File: config.mk
export PLATFORM = sky130hd
export DESIGN_NAME = matriz_led_varredura
export DESIGN_NICKNAME = d
export VERILOG_FILES = /design/src/rtl/matriz_led_varredura_pkg.sv /design/src/rtl/divisor_varredura.sv /design/src/rtl/matriz_led_varredura.sv
export SDC_FILE = /design/constraint.sdc
export NUM_CORES = 1
export LEC_CHECK = 0
export CAP_MARGIN = 20
export CORE_UTILIZATION = 53
export CTS_CLUSTER_SIZE = 16
export DETAILED_ROUTE_END_ITERATION = 10
export GPL_ROUTABILITY_DRIVEN = 0
export GPL_TIMING_DRIVEN = 0
export MAX_ROUTING_LAYER = met4
export PLACE_DENSITY = 0.85
export SYNTH_ARGS = -nofsm -noshare
export SYNTH_HDL_FRONTEND = slang
export SYNTH_SLANG_ARGS = --single-unit
export TNS_END_PERCENT = 20
File: constraint.sdc
create_clock -name clk -period 2.2 [get_ports clk]
set_input_delay 0.44 -clock clk [delete_from_list [all_inputs] [get_ports clk]]
set_output_delay 0.44 -clock clk [all_outputs]
set_load 0.02 [all_outputs]
File: src/rtl/matriz_led_varredura_pkg.sv
// Shared defaults and width helper for the multiplexed LED matrix scanner.
package matriz_led_varredura_pkg;

    localparam int N_COL_PADRAO = 2;
    localparam int N_LIN_PADRAO = 7;
    localparam int DIV_PADRAO   = 1000;
    localparam int BLANK_PADRAO = 4;

    // Bits needed to hold 0..n-1, never less than one.
    function automatic int clog2(input int n);
        int w;
        w = 1;
        while ((1 << w) < n) w++;
        return w;
    endfunction

endpackage

File: src/rtl/divisor_varredura.sv
// Column-slot prescaler: counts 0..DIV-1 while enabled, ticks on the last count.
module divisor_varredura
    import matriz_led_varredura_pkg::*;
#(
    parameter int DIV = DIV_PADRAO
) (
    input  logic                  clk,
    input  logic                  rst,
    input  logic                  en,
    output logic [clog2(DIV)-1:0] cnt,
    output logic                  tick
);

    localparam int CW = clog2(DIV);
    localparam logic [CW-1:0] CNT_ULT = CW'(DIV - 1);

    always_ff @(posedge clk) begin
        if (rst || !en) begin
            cnt <= '0;
        end else if (cnt == CNT_ULT) begin
            cnt <= '0;
        end else begin
            cnt <= cnt + 1'b1;
        end
    end

    assign tick = en && (cnt == CNT_ULT);

endmodule

File: src/rtl/matriz_led_varredura.sv
// Column-scanned LED matrix driver with double-buffered frame data.
// Outputs decode registered state only; swaps happen at frame boundaries.
module matriz_led_varredura
    import matriz_led_varredura_pkg::*;
#(
    parameter int N_COL = N_COL_PADRAO,
    parameter int N_LIN = N_LIN_PADRAO,
    parameter int DIV   = DIV_PADRAO,
    parameter int BLANK = BLANK_PADRAO
) (
    input  logic                    clk,
    input  logic                    rst,
    input  logic                    en,
    input  logic [N_COL*N_LIN-1:0]  din,
    input  logic                    load,
    output logic [N_LIN-1:0]        lin,
    output logic [N_COL-1:0]        col,
    output logic [clog2(N_COL)-1:0] col_idx,
    output logic                    frame_done
);

    localparam int CW = clog2(DIV);
    localparam int IW = clog2(N_COL);
    localparam logic [IW-1:0] COL_ULT   = IW'(N_COL - 1);
    localparam logic [CW-1:0] CNT_BLANK = CW'(BLANK);

    logic                   run;
    logic                   en_div;
    logic                   tick;
    logic                   fim_quadro;
    logic                   troca;
    logic                   ativo;
    logic                   pending;
    logic [CW-1:0]          cnt;
    logic [N_COL*N_LIN-1:0] display;
    logic [N_COL*N_LIN-1:0] shadow;
    logic [N_LIN-1:0]       coluna [N_COL];

    // run delays en by one edge so the first enabled cycle sits at cnt=0
    // and no output ever depends combinationally on en.
    assign en_div = en && run;

    divisor_varredura #(
        .DIV (DIV)
    ) u_divisor (
        .clk  (clk),
        .rst  (rst),
        .en   (en_div),
        .cnt  (cnt),
        .tick (tick)
    );

    assign fim_quadro = tick && (col_idx == COL_ULT);
    assign troca      = (!en || fim_quadro) && (pending || load);

    always_ff @(posedge clk) begin
        if (rst) begin
            run        <= 1'b0;
            col_idx    <= '0;
            frame_done <= 1'b0;
            display    <= '0;
            shadow     <= '0;
            pending    <= 1'b0;
        end else begin
            run        <= en;
            frame_done <= fim_quadro;

            if (!en_div) begin
                col_idx <= '0;
            end else if (tick) begin
                col_idx <= (col_idx == COL_ULT) ? '0 : col_idx + 1'b1;
            end

            if (load) begin
                shadow <= din;
            end

            // A load in the swap cycle bypasses shadow so it is not lost.
            if (troca) begin
                display <= load ? din : shadow;
                pending <= 1'b0;
            end else if (load) begin
                pending <= 1'b1;
            end
        end
    end

    for (genvar c = 0; c < N_COL; c++) begin : g_coluna
        assign coluna[c] = display[c*N_LIN +: N_LIN];
    end

    assign ativo = run && ((BLANK == 0) || (cnt >= CNT_BLANK));

    always_comb begin
        col = '0;
        lin = '1;
        if (ativo) begin
            col[col_idx] = 1'b1;
            lin          = ~coluna[col_idx];
        end
    end

endmodule

Word-level counts from Yosys, hierarchy flattened

Cells that the tools add are included.

Logic and storage cells: 40
Bits in registers: 42
Output and inout bits: 11
Input port bits: 18

$add $sub $neg: 2
Muxes and demuxes: 9
Magnitude comparators: 4
Equality and inequality tests: 1
Bitwise gates (word level): 3
Reductions and logical operators: 14

Operators with widths:

| cell                                                 | count |
|---|---|
| 2-to-1 mux 7 bit                                     | 4 |
| 2-to-1 mux 14 bit                                    | 1 |
| adder 10 x 1 -> 10 bit, second input constant        | 1 |
| == test 10 bit, second input constant                | 1 |
| >= comparator 10 x 3 -> 1 bit, second input constant | 1 |
| inverter 7 bit                                       | 1 |
| logical AND 1 bit                                    | 6 |
| OR reduction 2 bit                                   | 3 |
| logical OR 1 bit                                     | 3 |
| >= comparator 2 bit, second input constant           | 1 |
| zero test 1 bit                                      | 2 |
| < comparator 1 x 2 -> 1 bit, second input constant   | 1 |
| 2-to-1 mux 1 bit                                     | 2 |
| 2-to-1 mux 2 bit                                     | 1 |
| inverter 1 -> 2 bit                                  | 1 |
| adder 1 bit, second input constant                   | 1 |
| demux 1 bit (select 1 bit)                           | 1 |
| >= comparator 1 bit, second input constant           | 1 |
| inverter 1 bit                                       | 1 |

Depth between registers and ports, before layout

Depth after elaboration: 6
Depth in mapped cells: 7
Gate-level depth less buffers: 5

Cells and area by module

A second synthesis with hierarchy kept.

Cell total of the unflattened synthesis: 175
Area, all modules: 1870.5 µm²

By module, submodules not included:

| module               | times used | area an instance (µm²) | cells each |
|---|---|---|---|
| matriz_led_varredura | 1          | 1410.1                 | 123 |
| divisor_varredura    | 1          | 460.4                  | 52 |

Worst setup path before layout

OpenSTA, ideal clock, no wires.

Path kind: reg2reg
From: register u_divisor.cnt[0]
To: register display[10]
Clock period less this slack: 1.768 ns
Path buffers: 2
Required time: 2.079 ns
Arrival: 1.647 ns
Stages on the path, launching flop included: 8
Library setup time: 0.121 ns
Setup slack: 0.432 ns
Cell sequence: dfxtp_1 ha_1 and2_1 buf_2 nand4b_4 a21oi_4 buf_12 mux2_4

Longest elaborated chain between the ends: 5

RTL lines:

| what                   | line                       | RTL |
|---|---|---|
| start, declared        | divisor_varredura.sv:10    | `output logic [clog2(DIV)-1:0] cnt,` |
| start signal, assigned | divisor_varredura.sv:23    | `cnt <= cnt + 1'b1;` |
| == test 10 bit         | divisor_varredura.sv:27    | `assign tick = en && (cnt == CNT_ULT);` |
| logical AND 1 bit      | divisor_varredura.sv:27    |  |
| logical AND 1 bit      | matriz_led_varredura.sv:53 | `assign fim_quadro = tick && (col_idx == COL_ULT);` |
| logical OR 1 bit       | matriz_led_varredura.sv:54 | `assign troca = (!en \|\| fim_quadro) && (pending \|\| load);` |
| logical AND 1 bit      | matriz_led_varredura.sv:54 |  |
| end signal, assigned   | matriz_led_varredura.sv:80 | `display <= load ? din : shadow;` |
| end, declared          | matriz_led_varredura.sv:35 | `logic [N_COL*N_LIN-1:0] display;` |

Every way passes these cells.
A chain may end at the register's enable or synchronous reset.

Final worst setup path

From: register u_divisor.cnt[6]
To: output port lin[3]

Longest elaborated chain between the ends: 3

RTL lines:

| what                          | line                       | RTL |
|---|---|---|
| >= comparator 10 x 3 -> 1 bit | matriz_led_varredura.sv:92 | `assign ativo = run && ((BLANK == 0) \|\| (cnt >= CNT_BLANK));` |
| logical AND 1 bit             | matriz_led_varredura.sv:92 |  |
| 2-to-1 mux 7 bit              | matriz_led_varredura.sv:97 | `if (ativo) begin` |
| end, declared                 | matriz_led_varredura.sv:16 | `output logic [N_LIN-1:0] lin,` |

Every way passes these cells.

==> results.md <==
| Result | Value |
|---|---|
| Result of the run | completed |
| Initial core utilization | 55.8% |
| CTS sink count | 42 |
| Number of diodes | 0 |
| Synth Area per Inst | 10.4 sq um |
| Overflow left after global routing | 0 |
| Routed wirelength normalized by instance count | 13.6 um |
| Worst Hold Endpoint | shadow[1]$_SDFF_PP0_ |
| Hold_sp | load |
| Area share of and/or/nand/nor cells after synthesis | 21.1% |
| Worst slack on hold paths | 0.459 ns |
| Sequential element share of the synthesized area | 44.8% |
| Minimum setup slack among reg-to-reg paths | 0.28 ns |
| Top Family by Delay on Critical Path | buffers and inverters |
| Setup repair after global routing missed its margin | yes |
| Post-Synth Adder-Cell Area | 1.33% |
| Placed Cells | 254 |
| CTS buffer count | 5 |
| Net switching power | 0.298 mW |
| Final core utilization | 69.8% |
| Worst r2r dst | display[8]$_SDFFE_PP0P_ |
| Slew at the pin closest to its max-slew limit | 0.450 ns |
| Post-route non-filler standard cell count | 267 |
| Unique cell type count in the Yosys netlist | 33 |
| Portion of netlist area occupied by mux cells | 22.1% |
| DR pass1 iterations | 4 |
| Number of port buffers | 27 |
| Switching share of total power | 20.8% |
| Time the final worst path needs with I/O delays and setup | 2.14 ns |
| CTS tree | done |
| Total Nets Final | 241 |
| Drt drc | 0 |
| CTS H-tree depth | 2 |
| Deepest clock path buffer count | 2 |
| Core Rows | 21 |
| Critical-path cell list | nor4_4 -> a21boi_4 -> buf_4 -> nand2_1 -> clkdlybuf4s15_1 |
| Kind of capture point of the worst setup path | primary output |
| Class of the most critical hold timing path | input pin to flip-flop |
| Area enclosed by the die boundary | 3790 sq um |
| Root cell of the clock tree | clkbuf_4 |
| Chip Height | 61.5 um |
| Maximum fanout count along the critical path | 7 |
| Maximum vdd drop | 0.346 mV |
| Compound-gate portion of the synthesized area | 3.73% |
| Class of the most critical setup path | flip-flop to primary output |
| Critical path arrival | 1.70 ns |
| WHS Path Cells | 3 |
| Leak | 0.996 nW |
| HPWL Detailed | 2370 um |
| Worst slew slack as a fraction of its limit | 69.8% |
| Number of global-route vias before repair | 1239 |
| Width of the die | 61.5 um |
| Initial antenna violation count | 0 |
| Count of filler cells inserted in the layout | 268 |
| Count of routing violations after the opening detailed-route iteration | 56 |
| Std-Cell Core Area | 3360 sq um |
| Number of failing hold endpoints at the final stage | 0 |
| Share of cells above drive strength 1 | 27.6% |
| Number of ports placed on the die boundary | 29 |
| Launch instance of the worst register-to-register path | u_divisor.cnt[0]$_SDFF_PP0_ |
| CP startpoint kind | flip-flop |
| Largest net degree at the start of global routing | 13 |
| Depth of the worst register-to-register path | 7 |
| Area growth, synth to finish | 25.0% |
| Number of setup violations in the final report | 0 |
| Max Freq | 467 MHz |
| Portion of the clock cycle consumed by the worst path in the final layout | 97.4% |
| Post-Syn Area | 1880 sq um |
| Primary flip-flop cell chosen by synthesis mapping | dfxtp_1 |
| Max incr delay on CP | 0.38 ns |
| DR vias | 1367 |
| Vias per Instance | 5.12 |
| Total internal power | 1.14 mW |
| Master of the slowest instance on the critical path | dfxtp_2 |
| Layout Skew | 0.0143 ns |
| Synthesized Nets | 201 |
| Number of flops mapped to enable cells by yosys | 0 |
| Post-cts hold buffer count | 0 |
| Relative contribution of combinational cells to total power | 9.4% |
| Buffer and inverter count on the worst path | 2 |
| Dominant combinational cell family by area after synthesis | multiplexers |
| Xor and xnor fraction of the mapped netlist area | 2.80% |
| Power per unit of standard cell area | 611 nW/um^2 |
| Proportion of power drawn by flip-flops and latches | 55.9% |
| Insertion delay of the later-clocked pin in the worst-skew pair | 0.35 ns |
| Req. time, crit path | 1.76 ns |
| Wire length of the first global-routing pass | 5380 um |
| Synth Register Bits | 42 |
| Proportion of power drawn by the clock network | 34.8% |
| Clock slew seen by the registers of the worst setup and hold paths | 0.12 ns |
| Cell count after synthesis | 181 |
| Async SR Flop Fraction | 0% |
| Final Max Slew Viols | 0 |
| Max Cap Viol | 0 |
| Warnings from Yosys | 0 |
| Final wirelength | 3630 um |
| Number of nets with antenna violations after detailed routing | 0 |
| Total GRT Usage | 20.6% |
## worst register-to-register path: stages, from the launching register on
cell      delay (ns)
dfxtp_1         0.39
ha_1            0.22
and2_1          0.13
buf_2           0.18
nand4b_4        0.14
a21oi_4         0.28
buf_12          0.19
mux2_4          0.31
## worst max-delay path by stage
stage                     slack, ns  cells after the start                        start                       end
after floorplan                0.43                      7  u_divisor.cnt[0]$_SDFF_PP0_  display[10]$_SDFFE_PP0P_
after global placement        -0.18                      4  u_divisor.cnt[2]$_SDFF_PP0_                    col[0]
after CTS                     -0.15                      5  u_divisor.cnt[5]$_SDFF_PP0_                    col[0]
after detailed placement      -0.20                      4  u_divisor.cnt[3]$_SDFF_PP0_                    col[0]
after global routing          -0.04                      5  u_divisor.cnt[2]$_SDFF_PP0_                    lin[4]
final                          0.06                      5  u_divisor.cnt[6]$_SDFF_PP0_                    lin[3]
## per-layer routing
layer	vias up	track usage (%)	wire (um)
met3	8	5.04	165
li1	685	-	-
met5	-	-	0
met1	637	25.8	1690
met4	0	8.89	88
met2	37	31.6	1680
## state kept, by name (all words and copies together) (netlist names)
signal / count
col_idx: 1
display: 14
frame_done: 1
pending: 1
run: 1
shadow: 14
u_divisor.cnt: 10
## what timing repair did
item                       4_1_cts  5_1_grt
pin swaps                        1        3
resized for setup               17       16
setup endpoints to repair        9        8
buffers inserted                 1        5
## layout by cell type, fill, tap and decap left out, types with 2 or more instances in the layout
master           synthesis  layout
buf_4                    4      10
nor4_4                   0       2
dfxtp_2                  0       4
clkbuf_2                 0       6
and3_1                   2       2
clkdlybuf4s15_1          0       2
nor2b_1                 15      15
nand3_1                  6       6
nand2b_1                 2       2
nor2_1                  26      26
xor2_1                   3       3
nand2_1                 13      13
mux2_2                  11      11
clkdlybuf4s50_1          0      18
buf_2                    3       3
clkbuf_4                 0       5
inv_1                    4       4
dfxtp_1                 42      38
mux2_4                  10      10
ha_1                     2       2
xnor2_1                  3       3
and2_1                   2       2
mux2i_1                 14      14
a21oi_1                  3       3
## power groups by stage
stage	Combinational, mW	Sequential [mW]	Clock [mW]
2_1_floorplan	0.0891	0.815	0
3_3_place_gp	0.131	0.817	0
3_5_place_dp	0.134	0.818	0
4_1_cts	0.135	0.801	0.508
5_1_grt	0.146	0.804	0.539
6_report	0.134	0.801	0.498
## synthesized netlist by cell type (all sizes together) (2+ instances only)
cell type	number	area, sq um
and2	2	12.5
buf	8	65.1
ha	2	25.0
nand3	6	30.0
mux2	21	274
mux2i	14	140
nor2b	15	93.8
xnor2	3	26.3
a21oi	4	31.3
and3	3	20.0
nand2b	2	12.5
inv	4	15.0
xor2	3	26.3
nand2	13	48.8
nor4	2	12.5
dfxtp	42	841
nor2	26	97.6
## cell families after synthesis
logic type / count (synthesis)
fa+ha+maj: 2
flops: 42
simple gates: 75
buf+inv: 12
compound gates: 9
mux: 35
xor+xnor: 6
## stage by stage
| stage | setup slack, ns | total power, mW | TNS [ns] | area (sq um) |
|---|---|---|---|---|
| finish | 0.0565 | 1.43 | 0 | 2350 |
| global route | -0.0350 | 1.49 | -0.0614 | 2350 |
| CTS | -0.150 | 1.44 | -0.150 | 2310 |
| detailed placement | -0.195 | 0.952 | -0.650 | 2210 |
| global placement | -0.181 | 0.948 | -0.602 | 2210 |
| floorplan | 0.432 | 0.904 | 0 | 1880 |
## area by class of cell
type                       instances  area (sq um)  area share [%]
tap                               46          57.6            2.45
timing repair buffer              33           284            12.1
clock inverter                     1          30.0            1.28
multi-input combinational        127           998            42.5
buffer                             8          65.1            2.77
sequential                        42           846            36.0
inverter                           4          15.0           0.640
clock buffer                       6          51.3            2.19
No activity file was read; power rests on OpenSTA's default activity.
